--- src/rtl/vga_score_overlay_if.sv ---
// ============================================================================
// vga_score_overlay_if : register-write bus for the score overlay
// Rev 1.0
// ============================================================================
`default_nettype none

interface vga_score_overlay_if;
  logic        chipselect;
  logic        write;
  logic [2:0]  address;
  logic [31:0] writedata;

  modport master (output chipselect, output write, output address, output writedata);
  modport slave  (input  chipselect, input  write, input  address, input  writedata);
endinterface

`default_nettype wire

--- src/rtl/vga_score_overlay.sv ---
// ============================================================================
// vga_score_overlay : BCD score register, per-frame shadow, scaled 5x7 digits
// Rev 1.0
// ============================================================================
`default_nettype none

module vga_score_overlay #(
  parameter int DIGITS     = 3,
  parameter int SCALE_LOG2 = 1,
  parameter int GAP        = 1
) (
  input  logic                  clk,
  input  logic                  reset_n,
  vga_score_overlay_if.slave    bus,
  input  logic [10:0]           hcount,
  input  logic [9:0]            vcount,
  input  logic                  frame_start,
  input  logic                  score_inc,
  output logic                  pix_on,
  output logic [23:0]           pix_rgb,
  output logic [4*DIGITS-1:0]   score_bcd,
  output logic                  overflow
);

  localparam int SW     = 4 * DIGITS;
  localparam int CW     = (5 + GAP) << SCALE_LOG2;
  localparam int GH     = 7 << SCALE_LOG2;
  localparam int TW     = DIGITS * CW;
  localparam int CELL_W = (DIGITS > 1) ? $clog2(DIGITS) : 1;

  logic          en_q, wrap_q, blank_q;
  logic [9:0]    pos_x_q, pos_y_q;
  logic [23:0]   fg_q;
  logic [SW-1:0] score_q, score_d, shadow_q;
  logic          ovf_q, ovf_d;

  logic              s1_hit_q, s1_gap_q;
  logic [CELL_W-1:0] s1_cell_q;
  logic [2:0]        s1_col_q, s1_row_q;
  logic [3:0]        s1_digit_q;
  logic              pix_on_q;
  logic [23:0]       pix_rgb_q;

  logic wr_w, clear_w, load_w;
  assign wr_w    = bus.chipselect & bus.write;
  assign clear_w = wr_w && (bus.address == 3'd0) && bus.writedata[1];
  assign load_w  = wr_w && (bus.address == 3'd3);

  logic [8:0] unused_bits;
  assign unused_bits = {hcount[0], bus.writedata[31:24]};

  // Score next-state; carry out of the ripple means every digit was 9.
  logic [SW-1:0] inc_w, load_val_w;
  logic          carry_w;
  always_comb begin
    inc_w      = score_q;
    load_val_w = '0;
    carry_w    = 1'b1;
    for (int i = 0; i < DIGITS; i++) begin
      if (carry_w) begin
        if (score_q[4*i +: 4] == 4'd9) begin
          inc_w[4*i +: 4] = 4'd0;
        end else begin
          inc_w[4*i +: 4] = score_q[4*i +: 4] + 4'd1;
          carry_w = 1'b0;
        end
      end
      load_val_w[4*i +: 4] = (bus.writedata[4*i +: 4] > 4'd9) ? 4'd9 : bus.writedata[4*i +: 4];
    end
    score_d = score_q;
    ovf_d   = ovf_q;
    if (clear_w) begin
      score_d = '0;
      ovf_d   = 1'b0;
    end else if (load_w) begin
      score_d = load_val_w;
      ovf_d   = 1'b0;
    end else if (score_inc) begin
      if (carry_w) begin
        ovf_d   = 1'b1;
        score_d = wrap_q ? '0 : score_q;
      end else begin
        score_d = inc_w;
      end
    end
  end

  // Leading-zero mask indexed by cell position (cell 0 = MS digit).
  logic [DIGITS-1:0] lz_cell_w;
  logic              nz_w;
  always_comb begin
    lz_cell_w = '0;
    nz_w      = 1'b0;
    for (int i = DIGITS - 1; i >= 1; i--) begin
      nz_w = nz_w | (shadow_q[4*i +: 4] != 4'd0);
      lz_cell_w[DIGITS-1-i] = blank_q & ~nz_w;
    end
  end

  // Stage-1 geometry: cell found by a compare chain against constant offsets.
  logic [15:0]       x_w, y_w, px_w, py_w, dx_w, dy_w, off_w;
  logic              hit_w, gap_w;
  logic [CELL_W-1:0] cell_w;
  logic [3:0]        digit_w;
  logic [2:0]        col_w, row_w;
  always_comb begin
    x_w   = {6'd0, hcount[10:1]};
    y_w   = {6'd0, vcount};
    px_w  = {6'd0, pos_x_q};
    py_w  = {6'd0, pos_y_q};
    dx_w  = x_w - px_w;
    dy_w  = y_w - py_w;
    hit_w = en_q && (x_w >= px_w) && (dx_w < 16'(TW)) && (y_w >= py_w) && (dy_w < 16'(GH));
    cell_w  = '0;
    off_w   = dx_w;
    digit_w = shadow_q[SW-1 -: 4];
    for (int k = 1; k < DIGITS; k++) begin
      if (dx_w >= 16'(k * CW)) begin
        cell_w  = CELL_W'(k);
        off_w   = dx_w - 16'(k * CW);
        digit_w = shadow_q[4*(DIGITS-1-k) +: 4];
      end
    end
    gap_w = (off_w >> SCALE_LOG2) >= 16'd5;
    col_w = 3'(off_w >> SCALE_LOG2);
    row_w = 3'(dy_w >> SCALE_LOG2);
  end

  function automatic logic [4:0] glyph_row(input logic [3:0] d, input logic [2:0] r);
    logic [34:0] g;
    case (d)
      4'd0: g = 35'b01110_10001_10011_10101_11001_10001_01110;
      4'd1: g = 35'b00100_01100_00100_00100_00100_00100_01110;
      4'd2: g = 35'b01110_10001_00001_00010_00100_01000_11111;
      4'd3: g = 35'b11111_00010_00100_00010_00001_10001_01110;
      4'd4: g = 35'b00010_00110_01010_10010_11111_00010_00010;
      4'd5: g = 35'b11111_10000_11110_00001_00001_10001_01110;
      4'd6: g = 35'b00110_01000_10000_11110_10001_10001_01110;
      4'd7: g = 35'b11111_00001_00010_00100_01000_01000_01000;
      4'd8: g = 35'b01110_10001_10001_01110_10001_10001_01110;
      4'd9: g = 35'b01110_10001_10001_01111_00001_00010_01100;
      default: g = '0;
    endcase
    glyph_row = g[34 - 5*r -: 5];
  endfunction

  logic [4:0] glyph_w;
  logic       on_w;
  always_comb begin
    glyph_w = glyph_row(s1_digit_q, s1_row_q);
    on_w    = s1_hit_q & ~s1_gap_q & ~lz_cell_w[s1_cell_q] & glyph_w[3'd4 - s1_col_q];
  end

  always_ff @(posedge clk) begin
    if (!reset_n) begin
      en_q       <= 1'b1;
      wrap_q     <= 1'b0;
      blank_q    <= 1'b0;
      pos_x_q    <= 10'd10;
      pos_y_q    <= 10'd10;
      fg_q       <= 24'hFFFFFF;
      score_q    <= '0;
      shadow_q   <= '0;
      ovf_q      <= 1'b0;
      s1_hit_q   <= 1'b0;
      s1_gap_q   <= 1'b0;
      s1_cell_q  <= '0;
      s1_col_q   <= '0;
      s1_row_q   <= '0;
      s1_digit_q <= '0;
      pix_on_q   <= 1'b0;
      pix_rgb_q  <= '0;
    end else begin
      if (wr_w) begin
        case (bus.address)
          3'd0: begin
            en_q    <= bus.writedata[0];
            wrap_q  <= bus.writedata[2];
            blank_q <= bus.writedata[3];
          end
          3'd1: pos_x_q <= bus.writedata[9:0];
          3'd2: pos_y_q <= bus.writedata[9:0];
          3'd4: fg_q    <= bus.writedata[23:0];
          default: ;
        endcase
      end
      score_q <= score_d;
      ovf_q   <= ovf_d;
      if (frame_start) shadow_q <= score_d;
      s1_hit_q   <= hit_w;
      s1_gap_q   <= gap_w;
      s1_cell_q  <= cell_w;
      s1_col_q   <= col_w;
      s1_row_q   <= row_w;
      s1_digit_q <= digit_w;
      pix_on_q   <= on_w;
      pix_rgb_q  <= on_w ? fg_q : 24'd0;
    end
  end

  assign pix_on    = pix_on_q;
  assign pix_rgb   = pix_rgb_q;
  assign score_bcd = score_q;
  assign overflow  = ovf_q;

endmodule

`default_nettype wire
--- src/flat_wrapper.sv ---
// flat-port wrapper written by rule: the top's interface ports become plain ports
module vga_score_overlay_flat 
#(
  parameter int DIGITS     = 3,
  parameter int SCALE_LOG2 = 1,
  parameter int GAP        = 1
)
  (clk, reset_n, hcount, vcount, frame_start, score_inc, pix_on, pix_rgb, score_bcd, overflow, bus_chipselect, bus_write, bus_address, bus_writedata);
  vga_score_overlay_if bus_i ();
  input  logic clk;
  input  logic reset_n;
  input  logic [10:0] hcount;
  input  logic [9:0] vcount;
  input  logic frame_start;
  input  logic score_inc;
  output logic pix_on;
  output logic [23:0] pix_rgb;
  output logic [4*DIGITS-1:0] score_bcd;
  output logic overflow;
  input wire logic [$bits(bus_i.chipselect)-1:0] bus_chipselect;
  input wire logic [$bits(bus_i.write)-1:0] bus_write;
  input wire logic [$bits(bus_i.address)-1:0] bus_address;
  input wire logic [$bits(bus_i.writedata)-1:0] bus_writedata;
  assign bus_i.chipselect = bus_chipselect;
  assign bus_i.write = bus_write;
  assign bus_i.address = bus_address;
  assign bus_i.writedata = bus_writedata;
  vga_score_overlay #(.DIGITS(DIGITS), .SCALE_LOG2(SCALE_LOG2), .GAP(GAP)) u_core (.clk(clk), .reset_n(reset_n), .bus(bus_i), .hcount(hcount), .vcount(vcount), .frame_start(frame_start), .score_inc(score_inc), .pix_on(pix_on), .pix_rgb(pix_rgb), .score_bcd(score_bcd), .overflow(overflow));
endmodule
--- config.mk ---
export PLATFORM = sky130hd
export DESIGN_NAME = vga_score_overlay_flat
export DESIGN_NICKNAME = d
export VERILOG_FILES = /design/src/rtl/vga_score_overlay_if.sv /design/src/rtl/vga_score_overlay.sv /design/src/flat_wrapper.sv
export SDC_FILE = /design/constraint.sdc
export NUM_CORES = 1
export LEC_CHECK = 0
export ABC_AREA = 1
export BUFFER_PORTS_ARGS = -buffer_cell sky130_fd_sc_hd__buf_2
export CORE_ASPECT_RATIO = 1.5
export CORE_MARGIN = 2
export CORE_UTILIZATION = 55
export DETAILED_ROUTE_END_ITERATION = 10
export PLACE_DENSITY = 0.76
export SYNTH_ARGS = -nofsm -noshare
export SYNTH_HDL_FRONTEND = slang
export SYNTH_SLANG_ARGS = --single-unit
--- constraint.sdc ---
create_clock -name clk -period 4.85 [get_ports clk]
set_input_delay 0.97 -clock clk [delete_from_list [all_inputs] [get_ports clk]]
set_output_delay 0.97 -clock clk [all_outputs]
set_load 0.05 [all_outputs]
Word level (Yosys, flattened, before mapping) --
Memory sizes are Yosys's and may differ from the RTL's. A register that Yosys moved wholly into a read port is not among the register bits. Index checks and enable logic that the tools add are counted.
Storage, ports and cells: register bits after elaboration 107, ROM bits 560, memories 1
Operators by class: equality and inequality tests 7, bitwise logic cells 12, reduce and logical (&&, ||, !) cells 18, multipliers 1, add/sub/neg operators 9, multiplexer cells 29, shift operators 1, magnitude comparators 12
Memories:
- (no name shown) | words 16, width 35, read ports 1, clocked after memory_dff 1, write ports 0, line vga_score_overlay.sv:131 | case (d)
Operators by type and width (number):
- $mux W12 | 5
- $mux W4 | 11
- $shiftx A39 B33 Y5 | 1
- $mux W16 | 2
- $sub A10 B10 Y11 | 2
- $ge A10 B10 Y1 | 2
- $ge A16 B4 Y1 const B | 1
- $ge A16 B5 Y1 const B | 1
- $lt A16 B4 Y1 const B | 1
- $lt A16 B6 Y1 const B | 1
- $sub A16 B4 Y16 const B | 1
- $sub A16 B5 Y16 const B | 1
- $ge A15 B3 Y1 const B | 1
- $add A4 B1 Y4 const B | 3
- $eq A4 B4 Y1 const B | 3
- $gt A4 B4 Y1 const B | 3
- $reduce_and A2 Y1 | 6
- $mux W1 | 8
- $reduce_bool A4 Y1 | 2
- $logic_and A1 B1 Y1 | 7
- $sub A6 B6 Y7 const A | 1
- $and A1 B1 Y1 | 6
- $eq A3 B2 Y1 const B | 2
- $mul A3 B3 Y6 const A | 1
- other kinds (13) | 17

Depth between registers and ports, before layout --
Gate-level depths: netlist of the first run.
depth in word-level cells 10, depth in mapped cells 26

Least setup slack after synthesis of the first run --
No wires, ideal clock.
path kind input to register, start point in hcount[3], end point reg with a tool-made name, stages on the path 19, path slack 1.115 ns, data arrival time 3.673 ns, cell sequence ha_1 > nand2_1 > nand2_1 > inv_1 > nand2_2 > xnor2_1 > inv_1 > ha_1 > nand3b_1 > nor2_4 > nand2_1 > o211ai_1 > nand2_1 > inv_1 > ha_1 > inv_1 > nor2_1 > nand2_1 > nand3_1
RTL lines:
- start, declared | line flat_wrapper.sv:12 | input logic [10:0] hcount;

==> qor.json, run 1 <==
{
  "outcome": {
    "outcome": "completed"
  },
  "yosys": {
    "synthMostInstantiatedCell": "sky130_fd_sc_hd__nand2_1",
    "synth_ff_type": "sky130_fd_sc_hd__dfxtp_1",
    "synthTopCellsByArea": "sky130_fd_sc_hd__dfxtp_1 (33%), sky130_fd_sc_hd__nand2_1 (13%), sky130_fd_sc_hd__nand3_1 (8.8%), sky130_fd_sc_hd__inv_1 (7.0%), sky130_fd_sc_hd__ha_1 (6.8%)",
    "synth_edf_count": 0,
    "synth.net_count": 1343,
    "avgSynthCellArea_um2": 6.76,
    "synth.yosys.warnings": 0,
    "asyncSetResetFlopFracSynth_pct": 0,
    "synth.ff_latch_count": 138,
    "synth-seq-area-share_pct": 33.2,
    "synth.cell_area_um2": 8320,
    "yosysTopAreaCell": "sky130_fd_sc_hd__dfxtp_1",
    "synthDistinctLibCells": 48,
    "synth.top_cell.area_share_pct": 33.2,
    "synthCells": 1232,
    "ys_top_cells_by_count": "sky130_fd_sc_hd__nand2_1 (290), sky130_fd_sc_hd__inv_1 (155), sky130_fd_sc_hd__nand3_1 (147), sky130_fd_sc_hd__dfxtp_1 (138), sky130_fd_sc_hd__nor2_1 (107)"
  },
  "final_layout": {
    "drive_gt1_share_pct": 14.0,
    "layout.core_utilization_pct": 63.5,
    "final.fill_count": 1404,
    "non_filler_instances": 1517,
    "multi_input_comb_area_um2": 4690,
    "fin_area_um2": 9480,
    "regArea_um2": 2760,
    "insertedDiodeCount": 0,
    "areaGrowthSynthToFinish_pct": 13.9,
    "layout_nets": 1416
  },
  "detailed_routing": {
    "drt-initial-drc-count": 406,
    "route.detailed.vias_per_inst": 5.39,
    "antenna_left": 0,
    "routed_wirelength_mm": 22.4,
    "drt-pass1-iter-count": 5,
    "dr_total_vias": 8184,
    "drc": 0,
    "post_drt_wl_per_cell_um": 14.7
  },
  "power": {
    "p_per_area_nw_per_um2": 346,
    "fin_total_pwr_mw": 3.28,
    "worst_ir_drop_vdd_mv": 0.260,
    "cellLeakagePower_nw": 4.91
  },
  "sta": {
    "max_freq_mhz": 247,
    "slew_violations": 0,
    "finalCritPeriodShare_pct": 83.3,
    "slew-limit-headroom_pct": 42.0,
    "unrepaired_setup_endpoints_after_global_routing": "no",
    "worst_clock_skew_ns": 0.0143,
    "finalSetupTns_ns": 0,
    "hold_viol_final": 0,
    "tightestPinTransition_ns": 0.869,
    "post-route-min-period_ns": 4.04,
    "finalSetupViolations": 0
  },
  "global_route": {
    "grt_antenna_before_repair": 0,
    "via_count_of_the_first_global_routing_pass": 7765,
    "global_route.usage.total_pct": 28.0,
    "globalRouteMet1Util_pct": 28.8,
    "global_route_met2_usage_pct": 54.2,
    "grt_overflow_total": 0,
    "largest_net_degree_at_the_start_of_global_routing": 68,
    "grt_use_met3_pct": 4.05,
    "wire_length_of_the_first_global_routing_pass_mm": 36.5,
    "grt_most_used_layer": "met2"
  },
  "placed_design": {
    "place_inst": 1485,
    "dpl_cell_area_um2": 8880,
    "detailed_place_hpwl_mm": 17.0,
    "port-buffer-count": 90,
    "place.gp.congestion": 0.939
  },
  "clock_tree": {
    "postCtsHoldBufs": 0,
    "ctsHtreeMaxLevel": 4,
    "count_of_cells_resized_by_post_cts_repair": 0,
    "maximum_clock_path_buffer_count": 2,
    "cts_inserted_buffers": 17,
    "ctsRootBufferMaster": "sky130_fd_sc_hd__clkbuf_16",
    "number_of_sinks_on_the_clock_net": 138,
    "worst_skew_pair.late_latency_ns": 0.43,
    "clk_transition_reported_paths_ns": 0.07,
    "cts_tree": "done",
    "post_cts_buffers": 0
  },
  "floorplan": {
    "design.portCount": 100,
    "die_area_um2": 16200,
    "site_row_count": 55,
    "initial_core_util_pct": 55.7,
    "core_area_um2": 14900,
    "die_x_um": 104,
    "fp.dieH_um": 155
  },
  "worst_setup_path": {
    "critical_path_required_ns": 5.22,
    "ff2ff_path_depth": 21,
    "critical_path.max_fanout": 13,
    "critical_path_source": "hcount[1]",
    "timing.rr.end": "u_core.pix_rgb[17]$_SDFF_PN0_",
    "worstPathArrival_ns": 4.41,
    "worst_setup_path_start_kind": "input pin",
    "critPathCaptureType": "register",
    "timing.rr.start": "u_core.s1_row_q[0]$_SDFF_PN0_",
    "worst-setup-path-type": "in -> reg",
    "setup.reg_to_reg.worst_slack_ns": 0.83
  },
  "min_path": {
    "min_delay_path_depth": 2,
    "holdPathEnd": "u_core.pix_rgb[1]$_SDFF_PN0_",
    "holdCritPathClass": "reg -> reg",
    "min_from": "u_core.fg_q[1]$_SDFFE_PN1P_"
  },
  "job": {
    "max_cap_violations": 0
  }
}
-- placed cells by master, fill, tap and decap left out, drive strengths merged, types with 17 or more instances in the layout --
cell	n
nand2	310
inv	172
nand3	152
dfxtp	138
nor2	118
buf	103
o21ai	89
a21oi	56
ha	45
o211ai	43
clkbuf	17
-- per-stage QoR --
step                hold WS (ns)  worst slack (ns)
global route               0.437             0.393
detailed placement         0.418             0.413
CTS                        0.423             0.821
finish                     0.427             0.809
floorplan                  0.408              1.12
global placement           0.414             0.491
-- layout make-up --
| class | instances | share of cell area, % |
|---|---|---|
| Multi-Input combinational cell | 878 | 49.5 |
| Sequential cell | 138 | 29.1 |
| Inverter | 167 | 6.66 |
| Timing Repair Buffer | 103 | 5.78 |
| Clock buffer | 17 | 4.49 |
| Tap cell | 199 | 2.63 |
| Clock inverter | 15 | 1.85 |
-- worst max-delay path, cell delays in order --
cell,delay [ns]
sky130_fd_sc_hd__buf_2,0.10
sky130_fd_sc_hd__inv_1,0.05
sky130_fd_sc_hd__ha_1,0.13
sky130_fd_sc_hd__inv_1,0.07
sky130_fd_sc_hd__fa_1,0.42
sky130_fd_sc_hd__inv_1,0.09
sky130_fd_sc_hd__nor2_2,0.04
sky130_fd_sc_hd__nor2_2,0.12
sky130_fd_sc_hd__inv_2,0.07
sky130_fd_sc_hd__nand2_2,0.07
sky130_fd_sc_hd__nand2_1,0.07
sky130_fd_sc_hd__nand2_1,0.06
sky130_fd_sc_hd__nand2_1,0.07
sky130_fd_sc_hd__nor2_2,0.25
sky130_fd_sc_hd__nand2_4,0.12
sky130_fd_sc_hd__nor2_8,0.15
sky130_fd_sc_hd__nand2_4,0.16
sky130_fd_sc_hd__inv_4,0.12
sky130_fd_sc_hd__nor2_1,0.06
sky130_fd_sc_hd__nand2_1,0.10
sky130_fd_sc_hd__nand2_1,0.16
sky130_fd_sc_hd__inv_1,0.22
sky130_fd_sc_hd__ha_1,0.27
sky130_fd_sc_hd__inv_1,0.07
sky130_fd_sc_hd__nor2_1,0.17
sky130_fd_sc_hd__nand2_1,0.13
sky130_fd_sc_hd__nand3_1,0.10
-- metal layers --
metal	vias to the layer above	routed length, um	share of wire (%)
met4	0	1020	4.5
met2	218	12100	54
met1	3728	8400	38
li1	4175	-	-
met3	63	855	3.8
met5	-	0	0
-- worst max path at each step --
stage | to | slack [ns] | cells after the start
after CTS | register | 0.82 | 27
after global placement | register | 0.49 | 26
after global routing | u_core.pix_rgb[13]$_SDFF_PN0_ | 0.39 | 21
after floorplan | register | 1.12 | 19
final | register | 0.81 | 27
after detailed placement | register | 0.41 | 27
-- kinds of logic (layout without fill, tap and decap cells) --
kind of cell / after synthesis / in the layout / synth area share, %
and+or+nand+nor: 610 / 610 / 32.7
buffers and inverters: 216 / 302 / 10.5
AOI/OAI and AO/OA: 206 / 206 / 14.5
DFF: 138 / 138 / 33.2
adders and majority gates: 49 / 49 / 7.73
xor gates and xnor gates: 13 / 13 / 1.37
-- where the power goes --
group	switching, mW	internal, mW
Sequential	0.0312	1.18
Combinational	0.524	0.265
Clock	0.580	0.693
No activity file was read; power rests on OpenSTA's default activity.
==> run 2, diff against run 1 <==
--- a/config.mk
+++ b/config.mk
@@ -9,9 +9,9 @@
 export BUFFER_PORTS_ARGS = -buffer_cell sky130_fd_sc_hd__buf_2
 export CORE_ASPECT_RATIO = 1.5
 export CORE_MARGIN = 2
-export CORE_UTILIZATION = 55
+export CORE_UTILIZATION = 53
 export DETAILED_ROUTE_END_ITERATION = 10
-export PLACE_DENSITY = 0.76
+export PLACE_DENSITY = 0.77
 export SYNTH_ARGS = -nofsm -noshare
 export SYNTH_HDL_FRONTEND = slang
 export SYNTH_SLANG_ARGS = --single-unit
==> constraint.sdc (replaced) <==
create_clock -name clk -period 3.5 [get_ports clk]
set_input_delay 0.7 -clock clk [delete_from_list [all_inputs] [get_ports clk]]
set_output_delay 0.7 -clock clk [all_outputs]
set_load 0.05 [all_outputs]
==> run 2 against run 1 <==
Against the previous run:
- non-clock buffer count is 57 higher
- clock skew shrank 0.0039 ns
- critical path depth shrank 5
- die area rose by 3.7%
- hold slack improved by 0.00099 ns
- worst setup slack worse by 0.47 ns
- global-route usage rose by 0.57 points
- largest power group unchanged
- highest routed layer unchanged
==> qor.json, run 2 (synthesis gave the netlist of run 1 again) <==
{
  "global_route": {
    "grt_antenna_before_repair": {"value": 0, "change": "unchanged"},
    "global_route.usage.total": {"value": 28.6, "unit": "%", "change": "+0.57 points"},
    "wire_length_of_the_first_global_routing_pass": {"value": 37.9, "unit": "mm", "change": "+3.9%"},
    "largest_net_degree_at_the_start_of_global_routing": {"value": 52, "change": "-24%"},
    "via_count_of_the_first_global_routing_pass": {"value": 8046, "change": "+3.6%"},
    "grt_overflow_total": {"value": 0, "change": "unchanged"}
  },
  "min_path": {
    "holdPathEnd": "u_core.pix_rgb[11]$_SDFF_PN0_",
    "min_delay_path_depth": {"value": 2, "change": "unchanged"},
    "holdCritPathClass": "reg -> reg",
    "min_from": "u_core.fg_q[11]$_SDFFE_PN1P_"
  },
  "worst_setup_path": {
    "worst_setup_path_start_kind": "register",
    "critical_path.max_fanout": {"value": 32, "change": "+19"},
    "timing.rr.end": "u_core.pix_rgb[7]$_SDFF_PN0_",
    "worst-setup-path-type": "reg -> reg",
    "ff2ff_path_depth": {"value": 22, "change": "+4.8%"},
    "critPathCaptureType": "register",
    "critical_path_required": {"value": 3.86, "unit": "ns", "change": "-1.36 ns"},
    "worstPathArrival": {"value": 3.52, "unit": "ns", "change": "-0.89 ns"},
    "setup.reg_to_reg.worst_slack": {"value": 0.34, "unit": "ns", "change": "-0.49 ns"},
    "timing.rr.start": "u_core.s1_row_q[0]$_SDFF_PN0_"
  },
  "sta": {
    "finalCritPeriodShare_pct": 90.2,
    "finalSetupTns": {"value": 0, "unit": "ns", "change": "unchanged"},
    "slew_violations": {"value": 0, "change": "unchanged"},
    "unrepaired_setup_endpoints_after_global_routing": "no",
    "hold_viol_final": {"value": 0, "change": "unchanged"},
    "max_freq_mhz": 317,
    "finalSetupViolations": {"value": 0, "change": "unchanged"},
    "tightestPinTransition": {"value": 1.01, "unit": "ns", "change": "+0.137 ns"},
    "slew-limit-headroom": {"value": 32.5, "unit": "%", "change": "-9.4 points"},
    "post-route-min-period_ns": 3.16,
    "worst_clock_skew": {"value": 0.0104, "unit": "ns", "change": "-0.00386 ns"}
  },
  "floorplan": {
    "die_area": {"value": 16700, "unit": "um^2", "change": "+3.7%"},
    "design.portCount": {"value": 100, "change": "unchanged"},
    "initial_core_util": {"value": 53.7, "unit": "%", "change": "-2.0 points"},
    "die_x": {"value": 106, "unit": "um", "change": "+1.8%"},
    "site_row_count": {"value": 56, "change": "+1.8%"},
    "fp.dieH": {"value": 157, "unit": "um", "change": "+1.8%"},
    "core_area": {"value": 15500, "unit": "um^2", "change": "+3.7%"}
  },
  "clock_tree": {
    "number_of_sinks_on_the_clock_net": {"value": 138, "change": "unchanged"},
    "cts_inserted_buffers": {"value": 17, "change": "unchanged"},
    "ctsRootBufferMaster": "sky130_fd_sc_hd__clkbuf_16",
    "cts_tree": "done",
    "clk_transition_reported_paths": {"value": 0.07, "unit": "ns", "change": "about the same"},
    "ctsHtreeMaxLevel": {"value": 4, "change": "unchanged"},
    "maximum_clock_path_buffer_count": {"value": 2, "change": "unchanged"},
    "worst_skew_pair.late_latency": {"value": 0.43, "unit": "ns", "change": "about the same"},
    "post_cts_buffers": {"value": 0, "change": "unchanged"}
  },
  "placed_design": {
    "detailed_place_hpwl": {"value": 18.0, "unit": "mm", "change": "+5.9%"},
    "place.gp.congestion": {"value": 0.973, "change": "+3.6%"},
    "dpl_cell_area": {"value": 9340, "unit": "um^2", "change": "+5.2%"},
    "port-buffer-count": {"value": 90, "change": "unchanged"}
  },
  "power": {
    "cellLeakagePower": {"value": 5.18, "unit": "nW", "change": "+5.5%"},
    "p_per_area": {"value": 464, "unit": "nW/um^2", "change": "+34%"},
    "worst_ir_drop_vdd": {"value": 0.357, "unit": "mV", "change": "+37%"},
    "fin_total_pwr": {"value": 4.60, "unit": "mW", "change": "+40%"}
  },
  "final_layout": {
    "fin_area": {"value": 9920, "unit": "um^2", "change": "+4.6%"},
    "layout_nets": {"value": 1473, "change": "+4.0%"},
    "final_cell_mix": "sky130_fd_sc_hd__nand2_1 (290), sky130_fd_sc_hd__inv_1 (154), sky130_fd_sc_hd__nand3_1 (147), sky130_fd_sc_hd__dfxtp_1 (138), sky130_fd_sc_hd__nor2_1 (107)",
    "layout.core_utilization": {"value": 64.1, "unit": "%", "change": "+0.58 points"},
    "final.fill_count": {"value": 1446, "change": "+3.0%"},
    "most_common_cell_after_layout_fill_and_taps_aside": "sky130_fd_sc_hd__nand2_1",
    "areaGrowthSynthToFinish_pct": 19.2,
    "insertedDiodeCount": {"value": 0, "change": "unchanged"},
    "drive_gt1_share": {"value": 17.8, "unit": "%", "change": "+3.8 points"}
  },
  "detailed_routing": {
    "drt-pass1-iter-count": {"value": 7, "change": "+2"},
    "drt-met1-wl": {"value": 8.45, "unit": "mm", "change": "+0.63%"},
    "routed_wirelength": {"value": 23.0, "unit": "mm", "change": "+3.0%"},
    "met3_wirelength": {"value": 891, "unit": "um", "change": "+4.2%"},
    "routed.top_layer": "met4",
    "dr_total_vias": {"value": 8410, "change": "+2.8%"},
    "drc": {"value": 0, "change": "unchanged"},
    "post_drt_wl_per_cell": {"value": 14.6, "unit": "um", "change": "-1.0%"},
    "detailroute.wirelength.met2": {"value": 12.6, "unit": "mm", "change": "+4.3%"},
    "route.detailed.vias_per_inst": {"value": 5.33, "change": "-1.2%"},
    "drt-initial-drc-count": {"value": 407, "change": "+0.25%"},
    "antenna_left": {"value": 0, "change": "unchanged"}
  },
  "outcome": {
    "outcome": "completed"
  },
  "job": {
    "max_cap_violations": {"value": 0, "change": "unchanged"}
  }
}
[run 2: final cells by class]
class | instances | area [um^2] | share of cell area (%)
inverter | 167 | 632 | 6.37
sequential | 138 | 2760 | 27.8
multi-input combinational | 878 | 4700 | 47.3
clock inverter | 15 | 150 | 1.51
timing repair buffer | 160 | 1000 | 10.1
clock buffer | 17 | 425 | 4.29
tap | 203 | 254 | 2.56
[run 2: how the worst max path moves through the flow]
stage	from	end	slack [ns]	cells past startpoint
2_1_floorplan	hcount[3]	register	0.04	19
3_3_place_gp	hcount[1]	register	-0.13	26
3_5_place_dp	hcount[1]	register	-0.18	18
4_1_cts	u_core.pos_x_q[0]$_SDFFE_PN0P_	register	0.27	24
5_1_grt	u_core.s1_row_q[0]$_SDFF_PN0_	u_core.pix_rgb[6]$_SDFF_PN0_	0.0003	22
6_report	u_core.s1_row_q[0]$_SDFF_PN0_	u_core.pix_rgb[7]$_SDFF_PN0_	0.34	22
[run 2: layer usage]
metal	global-route usage, %	up-vias
li1	-	4288
met1	28.8	3820
met2	55.3	238
met3	4.64	64
met4	15.0	0
met5	0	-
[run 2: repair_timing]
| item | in CTS | in global routing |
|---|---|---|
| hold buffers | 0 | 0 |
| gates resized for setup | 0 | 3 |
| setup endpoints to repair | 0 | 13 |
[run 2: through the flow]
step / hold slack, ns / instances / worst slack, ns
global placement: 0.415 / 1546 / -0.133
floorplan: 0.408 / 1232 / 0.0354
finish: 0.428 / 1578 / 0.344
detailed placement: 0.421 / 1546 / -0.178
CTS: 0.429 / 1578 / 0.269
global route: 0.439 / 1578 / 0.000270
[run 2: power by group]
group	switching, mW	leakage (nW)	internal [mW]
combinational	0.751	3.78	0.439
clock	0.780	0.273	0.943
sequential	0.0440	1.13	1.64
total	1.58	5.18	3.02
[run 2: critical path, cell delays in order (launching register included)]
cell and delay (ns):
sky130_fd_sc_hd__dfxtp_1 0.36, sky130_fd_sc_hd__inv_1 0.10, sky130_fd_sc_hd__fa_1 0.53, sky130_fd_sc_hd__nand3_1 0.08
sky130_fd_sc_hd__nand2_2 0.31, sky130_fd_sc_hd__buf_12 0.22, sky130_fd_sc_hd__nand3_1 0.10, sky130_fd_sc_hd__nand3_1 0.10
sky130_fd_sc_hd__o21ai_0 0.12, sky130_fd_sc_hd__nand2_1 0.09, sky130_fd_sc_hd__nand2_1 0.05, sky130_fd_sc_hd__nor2_1 0.12
sky130_fd_sc_hd__nand2_1 0.06, sky130_fd_sc_hd__nand2_1 0.06, sky130_fd_sc_hd__inv_1 0.03, sky130_fd_sc_hd__nand2_1 0.07
sky130_fd_sc_hd__nand2_1 0.05, sky130_fd_sc_hd__nand2_1 0.08, sky130_fd_sc_hd__nand2_1 0.08, sky130_fd_sc_hd__nand2_1 0.06
sky130_fd_sc_hd__nand2_1 0.10, sky130_fd_sc_hd__buf_12 0.18, sky130_fd_sc_hd__nor2_1 0.10
